==> config.mk <==
export PLATFORM = sky130hd
export DESIGN_NAME = ad_frame_stats
export DESIGN_NICKNAME = d
export VERILOG_FILES = /design/src/rtl/ad_stats_pkg.sv /design/src/rtl/ad_frame_stats.sv
export SDC_FILE = /design/constraint.sdc
export NUM_CORES = 2
export LEC_CHECK = 0
export ABC_AREA = 1
export CAP_MARGIN = 20
export CORE_AREA = 2 2 435 437
export DETAILED_ROUTE_END_ITERATION = 16
export DIE_AREA = 0 0 437 439
export PLACE_DENSITY = 0.61
export SLEW_MARGIN = 10
export SYNTH_ARGS = -nofsm -noshare
export SYNTH_HDL_FRONTEND = slang
export SYNTH_SLANG_ARGS = --single-unit
export TNS_END_PERCENT = 50
==> constraint.sdc <==
create_clock -name clk -period 97 [get_ports clk]
set_clock_uncertainty 0.2 [all_clocks]
set_input_delay 19.4 -clock clk [delete_from_list [all_inputs] [get_ports clk]]
set_output_delay 19.4 -clock clk [all_outputs]
set_load 0.01 [all_outputs]
==> src/rtl/ad_stats_pkg.sv <==
// Shared sizing constants and FSM state type for the frame statistics block.
package ad_stats_pkg;

    localparam int unsigned N_SAMPLES = 64;
    localparam int unsigned IDX_W     = 6;
    localparam int unsigned SAMPLE_W  = 16;
    localparam int unsigned SUM_W     = 22;
    localparam int unsigned FRAME_W   = N_SAMPLES * SAMPLE_W;

    typedef enum logic [1:0] {
        ST_IDLE,
        ST_ACC,
        ST_DONE
    } state_t;

endpackage

==> src/rtl/ad_frame_stats.sv <==
// Per-frame statistics (sum, mean, min, max, peak-to-peak) over 64 ADC samples,
// one sample per clock from a captured copy of the frame.
module ad_frame_stats
    import ad_stats_pkg::*;
#(
    parameter int TWOS_COMP = 1
) (
    input  logic                clk,
    input  logic                rst,
    input  logic [FRAME_W-1:0]  ads_frame,
    input  logic                sample_done,
    input  logic                ovr_clr,
    output logic [SAMPLE_W-1:0] stats_mean,
    output logic [SAMPLE_W-1:0] stats_min,
    output logic [SAMPLE_W-1:0] stats_max,
    output logic [SAMPLE_W:0]   stats_p2p,
    output logic [SUM_W-1:0]    stats_sum,
    output logic                stats_valid,
    output logic                busy,
    output logic                overrun
);

    state_t                      state_q, state_d;
    logic                        sd_q;
    logic                        sd_rise;
    logic [FRAME_W-1:0]          frame_q, frame_d;
    logic [IDX_W-1:0]            idx_q, idx_d;
    logic signed [SUM_W-1:0]     sum_q, sum_d;
    logic signed [SAMPLE_W-1:0]  min_q, min_d;
    logic signed [SAMPLE_W-1:0]  max_q, max_d;
    logic signed [SAMPLE_W-1:0]  samp;

    logic [SAMPLE_W-1:0]         mean_q, mean_d;
    logic [SAMPLE_W-1:0]         omin_q, omin_d;
    logic [SAMPLE_W-1:0]         omax_q, omax_d;
    logic [SAMPLE_W:0]           p2p_q, p2p_d;
    logic [SUM_W-1:0]            osum_q, osum_d;
    logic                        valid_q, valid_d;
    logic                        busy_q, busy_d;
    logic                        overrun_q, overrun_d;

    assign sd_rise = sample_done & ~sd_q;

    // Offset-binary input becomes two's complement by flipping the MSB.
    always_comb begin
        samp = frame_q[{idx_q, 4'b0000} +: SAMPLE_W];
        if (TWOS_COMP == 0) begin
            samp[SAMPLE_W-1] = ~samp[SAMPLE_W-1];
        end
    end

    always_comb begin
        state_d   = state_q;
        frame_d   = frame_q;
        idx_d     = idx_q;
        sum_d     = sum_q;
        min_d     = min_q;
        max_d     = max_q;
        mean_d    = mean_q;
        omin_d    = omin_q;
        omax_d    = omax_q;
        p2p_d     = p2p_q;
        osum_d    = osum_q;
        valid_d   = 1'b0;
        overrun_d = overrun_q;

        unique case (state_q)
            ST_IDLE: begin
                if (sd_rise) begin
                    frame_d = ads_frame;
                    sum_d   = '0;
                    min_d   = {1'b0, {(SAMPLE_W-1){1'b1}}};
                    max_d   = {1'b1, {(SAMPLE_W-1){1'b0}}};
                    idx_d   = '0;
                    state_d = ST_ACC;
                end
            end
            ST_ACC: begin
                sum_d = sum_q + {{(SUM_W-SAMPLE_W){samp[SAMPLE_W-1]}}, samp};
                if (samp < min_q) begin
                    min_d = samp;
                end
                if (samp > max_q) begin
                    max_d = samp;
                end
                idx_d = idx_q + IDX_W'(1);
                if (idx_q == IDX_W'(N_SAMPLES-1)) begin
                    state_d = ST_DONE;
                end
            end
            ST_DONE: begin
                // Taking the top 16 bits is an arithmetic shift by 6 (floor).
                mean_d  = sum_q[SUM_W-1 -: SAMPLE_W];
                omin_d  = min_q;
                omax_d  = max_q;
                p2p_d   = {max_q[SAMPLE_W-1], max_q} - {min_q[SAMPLE_W-1], min_q};
                osum_d  = sum_q;
                valid_d = 1'b1;
                state_d = ST_IDLE;
            end
            default: begin
                state_d = ST_IDLE;
            end
        endcase

        if (sd_rise && (state_q != ST_IDLE)) begin
            overrun_d = 1'b1;
        end else if (ovr_clr) begin
            overrun_d = 1'b0;
        end

        busy_d = (state_d != ST_IDLE);
    end

    always_ff @(posedge clk or posedge rst) begin
        if (rst) begin
            state_q   <= ST_IDLE;
            sd_q      <= 1'b0;
            frame_q   <= '0;
            idx_q     <= '0;
            sum_q     <= '0;
            min_q     <= '0;
            max_q     <= '0;
            mean_q    <= '0;
            omin_q    <= '0;
            omax_q    <= '0;
            p2p_q     <= '0;
            osum_q    <= '0;
            valid_q   <= 1'b0;
            busy_q    <= 1'b0;
            overrun_q <= 1'b0;
        end else begin
            state_q   <= state_d;
            sd_q      <= sample_done;
            frame_q   <= frame_d;
            idx_q     <= idx_d;
            sum_q     <= sum_d;
            min_q     <= min_d;
            max_q     <= max_d;
            mean_q    <= mean_d;
            omin_q    <= omin_d;
            omax_q    <= omax_d;
            p2p_q     <= p2p_d;
            osum_q    <= osum_d;
            valid_q   <= valid_d;
            busy_q    <= busy_d;
            overrun_q <= overrun_d;
        end
    end

    assign stats_mean  = mean_q;
    assign stats_min   = omin_q;
    assign stats_max   = omax_q;
    assign stats_p2p   = p2p_q;
    assign stats_sum   = osum_q;
    assign stats_valid = valid_q;
    assign busy        = busy_q;
    assign overrun     = overrun_q;

endmodule

* Yosys cells after proc, flatten, opt, wreduce, memory -nomap -nowiden
Cells that the tools add are included.
** Cells by class
- Muxes and demuxes :: 16
- Shift-type cells :: 1
- Magnitude comparators :: 2
- $add $sub $neg :: 3
- Bitwise logic cells :: 2
- Reduce and logical (&&, ||, !) cells :: 10
- Equal/unequal tests :: 6
** Operators by type and width (number)
- $shiftx 1024x11->16 :: 1
- $mux 16 :: 4
- $pmux 16 s2 :: 2
- $pmux 22 s2 :: 1
- $add 22x22->22 :: 1
- $mux 22 :: 1
- $sub 16x16->17 :: 1
- $gt 16x16->1 :: 1
- $lt 16x16->1 :: 1
- $pmux 6 s2 :: 1
- $reduce_bool 2->1 :: 4
- $add 6x1->6 const B :: 1
- $eq 6x6->1 const B :: 1
- $mux 6 :: 1
- $ne 2x2->1 const B :: 3
- $reduce_and 3->1 :: 2
- $mux 2 :: 2
- $pmux 2 s2 :: 1
- $reduce_and 2->1 :: 2
- $mux 1 :: 3
- $eq 2x1->1 const B :: 1
- $eq 2x2->1 const B :: 1
- $logic_not 2->1 :: 1
- $and 1x1->1 :: 1
- 2 further kinds :: 2
** Storage, ports and cells
- Logic and storage cells :: 55
- Output and inout bits :: 90
- Register bits after elaboration :: 1177
- Input bits :: 1028

* Logic depth before layout (Yosys ltp)
- Depth after elaboration :: 5
- Mapped depth :: 29
- Mapped depth without buffers :: 26

* Worst setup path before layout
OpenSTA, ideal clock, no wires.
- Path kind :: input port to flip-flop
- From :: in sample_done
- To :: reg frame_q[371]
- Path buffers :: 3
- Required time :: 96.717 ns
- Stages on the path :: 9
- Path slack :: 76.038 ns
- Setup time :: 0.083 ns
- Arrival time :: 20.679 ns
- Path through :: inv_1 nor2_1 nand2_1 inv_1 clkbuf_1 clkbuf_1 clkbuf_1 nand2_1 o21ai_0
** On the way
- Longest elaborated chain between the ends :: 2
** RTL lines
- start, declared :: RTL line ad_frame_stats.sv:11 : input logic sample_done,
- $and 1x1->1 :: RTL line ad_frame_stats.sv:42 : assign sd_rise = sample_done & ~sd_q;
- $reduce_and 2->1 (no line)
- end signal, assigned :: RTL line ad_frame_stats.sv:135 : frame_q <= frame_d;
- end, declared :: RTL line ad_frame_stats.sv:26 : logic [FRAME_W-1:0] frame_q, frame_d;
No other way between the ends.
A chain may end at the register's enable or synchronous reset.

* Worst setup path after layout
- From :: in sample_done
- To :: reg frame_q[444]
Same word-level chain as after synthesis.

==> metrics.csv <==
stage,metric,value,unit
power_and_ir_drop,power.total,2.55,mW
place,dpl-instance-area,67500,µm²
sta,hold-worst-slack,271,ps
place,place.detailed.hpwl,181000,µm
synthesis,syn-cell-area,54400,µm²
clock_tree,numCtsBuffers,140,
power_and_ir_drop,leakage,34.0,nW
power_and_ir_drop,ir_worst_vdd,0.0266,mV
sta,hold_violations,0,
floorplan,initial_core_util,29.1,%
sta,fmax,42.3,MHz
floorplan,io_pins,1118,
power_and_ir_drop,seq_power_share,32.6,%
power_and_ir_drop,cellPowerDensity,35.1,nW/µm²
synthesis,ys_ff_latch,1161,
global_routing,grt_pass1_wl,355000,µm
clock_tree,cts_tree,yes,
drt,drtAntennaViolNets,0,
floorplan,dieArea,192000,µm²
global_routing,grt-ovfl-total,0,
layout,fin_util,38.8,%
floorplan,die_w,437,µm
sta,grt_setup_unrepaired,no,
drt,drc_errors,0,
sta,fin_crit,23620,ps
drt,via_per_inst,5.03,
clock_tree,cts_max_path_buffers,3,
synthesis,syn_avg_cell_area,7.99,µm²
synthesis,synth_top_area_share,53.4,%
clock_tree,cts-htree-levels,4,
clock_tree,cts_root_buf,clkbuf_16,
synthesis,async_reset_ff_share,100,%
synthesis,synth-seq-area-share,53.4,%
global_routing,grt_pass1_vias,51100,
layout,syn_to_final_growth,33.4,%
synthesis,syn_nets,7901,
drt,dr.pass1.iters,6,
synthesis,ys.flop_type,dfrtp_1,
layout,finalNetCount,8760,
layout,stdcell_area,72500,µm²
clock_tree,clk_latency,840,ps
layout,layout.cells.non_filler,10300,
place,io_buffers,1117,
power_and_ir_drop,power_switching,1.14,mW
critical_path,worst-path-max-fanout,131,
layout,layout-drive-gt1-share,4.25,%
power_and_ir_drop,p_int,1.40,mW
power_and_ir_drop,power_frac_clock,21.6,%
critical_path,worstPathRequired,97540,ps
floorplan,core-area,187000,µm²
sta,tightest_slew,1310,ps
drt,drtIter0Drc,5306,
place,place_ws,72250,ps
synthesis,synth_area_leaders,"dfrtp_1 53%, nand2_1 21%, o21ai_0 5.5%",
clock_tree,post_cts_buffers,0,
min_path,min_path_type,reg -> reg,
sta,fin_setup_tns,0,ps
sta,slew_headroom,12.9,%
floorplan,placementRows,159,
run,cap_violations,0,
power_and_ir_drop,swShare,44.9,%
synthesis,synth_cell_types,44,
critical_path,setup.worst_path.start_class,input port,
drt,num_vias,52000,
layout,regArea,29100,µm²
drt,wl_per_cell,24.0,µm
place,gp_congestion,0.934,
power_and_ir_drop,pwr-share-comb,45.8,%
sta,setup_violations,0,
global_routing,track_usage,25.1,%
critical_path,crit_type,in -> reg,
clock_tree,clkSinkCount,1161,
global_routing,grt_max_degree,250,
floorplan,chipHeight,439,µm
sta,layout_setup_ws,73380,ps
place,placed_cells,10000,
drt,totalWireLength,248000,µm
clock_tree,cts.repair.resized,0,
sta,drv_slew,0,
sta,fin_crit_sh,24.3,%
critical_path,worst_ep_arrival_time,24150,ps
synthesis,syn-instance-count,6802,
global_routing,antenna_found_initial,90,
run_status,status,completed,
critical_path,crit_path_end_kind,register,
synthesis,yosys.area.top_type,dfrtp_1,
synthesis,synth_edf_count,0,
clock_tree,clkTransAtPathRegs,60,ps
clock_tree,hold_buffers,0,
layout,multiInputGateArea,22000,µm²
synthesis,ys_warn_count,0,
layout,fillCellCount,19000,
power groups by stage:
stage	clock, mW	combinational, mW	sequential, mW
2_1_floorplan	0	0.745	0.793
3_3_place_gp	0	1.14	0.830
3_5_place_dp	0	1.17	0.832
4_1_cts	0.558	1.17	0.827
5_1_grt	0.579	1.30	0.853
6_report	0.550	1.17	0.830
placed cells by master, fill, tap and decap left out, types with 33 or more instances in the layout:
cell type,count
a211oi_1,33
nor2_1,58
clkbuf_16,141
o31ai_1,105
o221ai_1,107
diode_2,81
nand3_1,148
inv_1,345
buf_4,69
a221oi_1,75
clkbuf_8,33
dfrtp_1,1157
o21ai_0,591
nand2_1,3071
clkdlybuf4s50_1,1117
ha_1,69
a21oi_1,414
o211ai_1,36
kinds of logic (layout without fill, tap and decap cells):
family | count (synthesis) | after routing | synth area share, %
AO/OA/AOI/OAI | 1408 | 1408 | 15.2
XOR/XNOR | 19 | 19 | 0.306
adder cells (fa/ha/maj) | 71 | 71 | 1.66
buffers and inverters | 836 | 1805 | 6.12
flip-flops | 1161 | 1161 | 53.4
other | 0 | 81 | 0
AND/OR/NAND/NOR | 3307 | 3307 | 23.3
worst max-delay path, cell delays in order:
cell and delay, ps:
clkdlybuf4s50_1 480, inv_1 60, nor2_1 160, nand2_4 260, inv_8 570, buf_4 650, buf_4 670, buf_4 690
buf_4 410, buf_16 340, nand2_1 90, o21ai_0 80
cells in the mapped netlist, types with 3 or more instances:
cell type,count
nand4_1,7
dfrtp_1,1161
a211oi_1,33
o221ai_1,107
inv_2,3
nand3_1,148
o21ai_0,592
a21oi_1,414
o21bai_1,3
nand2_1,3073
inv_1,351
buf_2,71
or2_2,4
xnor2_1,6
nor2_1,59
a221oi_1,75
o22ai_1,21
xor2_1,13
buf_1,34
nor3_1,9
clkbuf_1,353
buf_6,3
a31oi_1,5
a22oi_1,3
o211ai_1,36
o31ai_1,105
buf_4,20
o21ai_1,5
ha_1,69
flip-flops by register name, summed over array words and instances, names as in the netlist, 2 cells and up:
name	flops
frame_q	1024
idx_q	6
max_q	16
min_q	16
state_q	2
stats_max	16
stats_mean	16
stats_min	16
stats_p2p	17
stats_sum	6
sum_q	22
per-layer routing:
metal | track usage, % | share of wire (%)
met1 | 32.3 | 41
met2 | 39.7 | 47
met3 | 4.72 | 6.8
met4 | 14.2 | 5.4
met5 | 0 | 0.027
path summary, 6_finish.rpt:
| path | start | endpoint | slack, ps | depth (start not counted) |
|---|---|---|---|---|
| max | sample_done | frame_q[444] | 73380 | 12 |
| min | frame_q[422] | frame_q[422] | 270 | 2 |
| max reg2reg | idx_q[1] | sum_q[16] | 89040 | 25 |
| min reg2reg | frame_q[422] | frame_q[422] | 270 | 2 |
| max in group asynchronous | rst | frame_q[412] | 73490 | 7 |
| min in group asynchronous | rst | frame_q[248] | 18890 | 2 |
area by class of cell:
type	count	share of cell area, %
diodes	81	0.280
clock buffers	203	5.64
flip-flops and latches	1161	40.1
repair buffers	1198	16.5
clock inverters	49	0.970
inverters	355	1.89
multi-input cells	4805	30.4
well taps	2495	4.30
No activity file was read; power rests on OpenSTA's default activity.
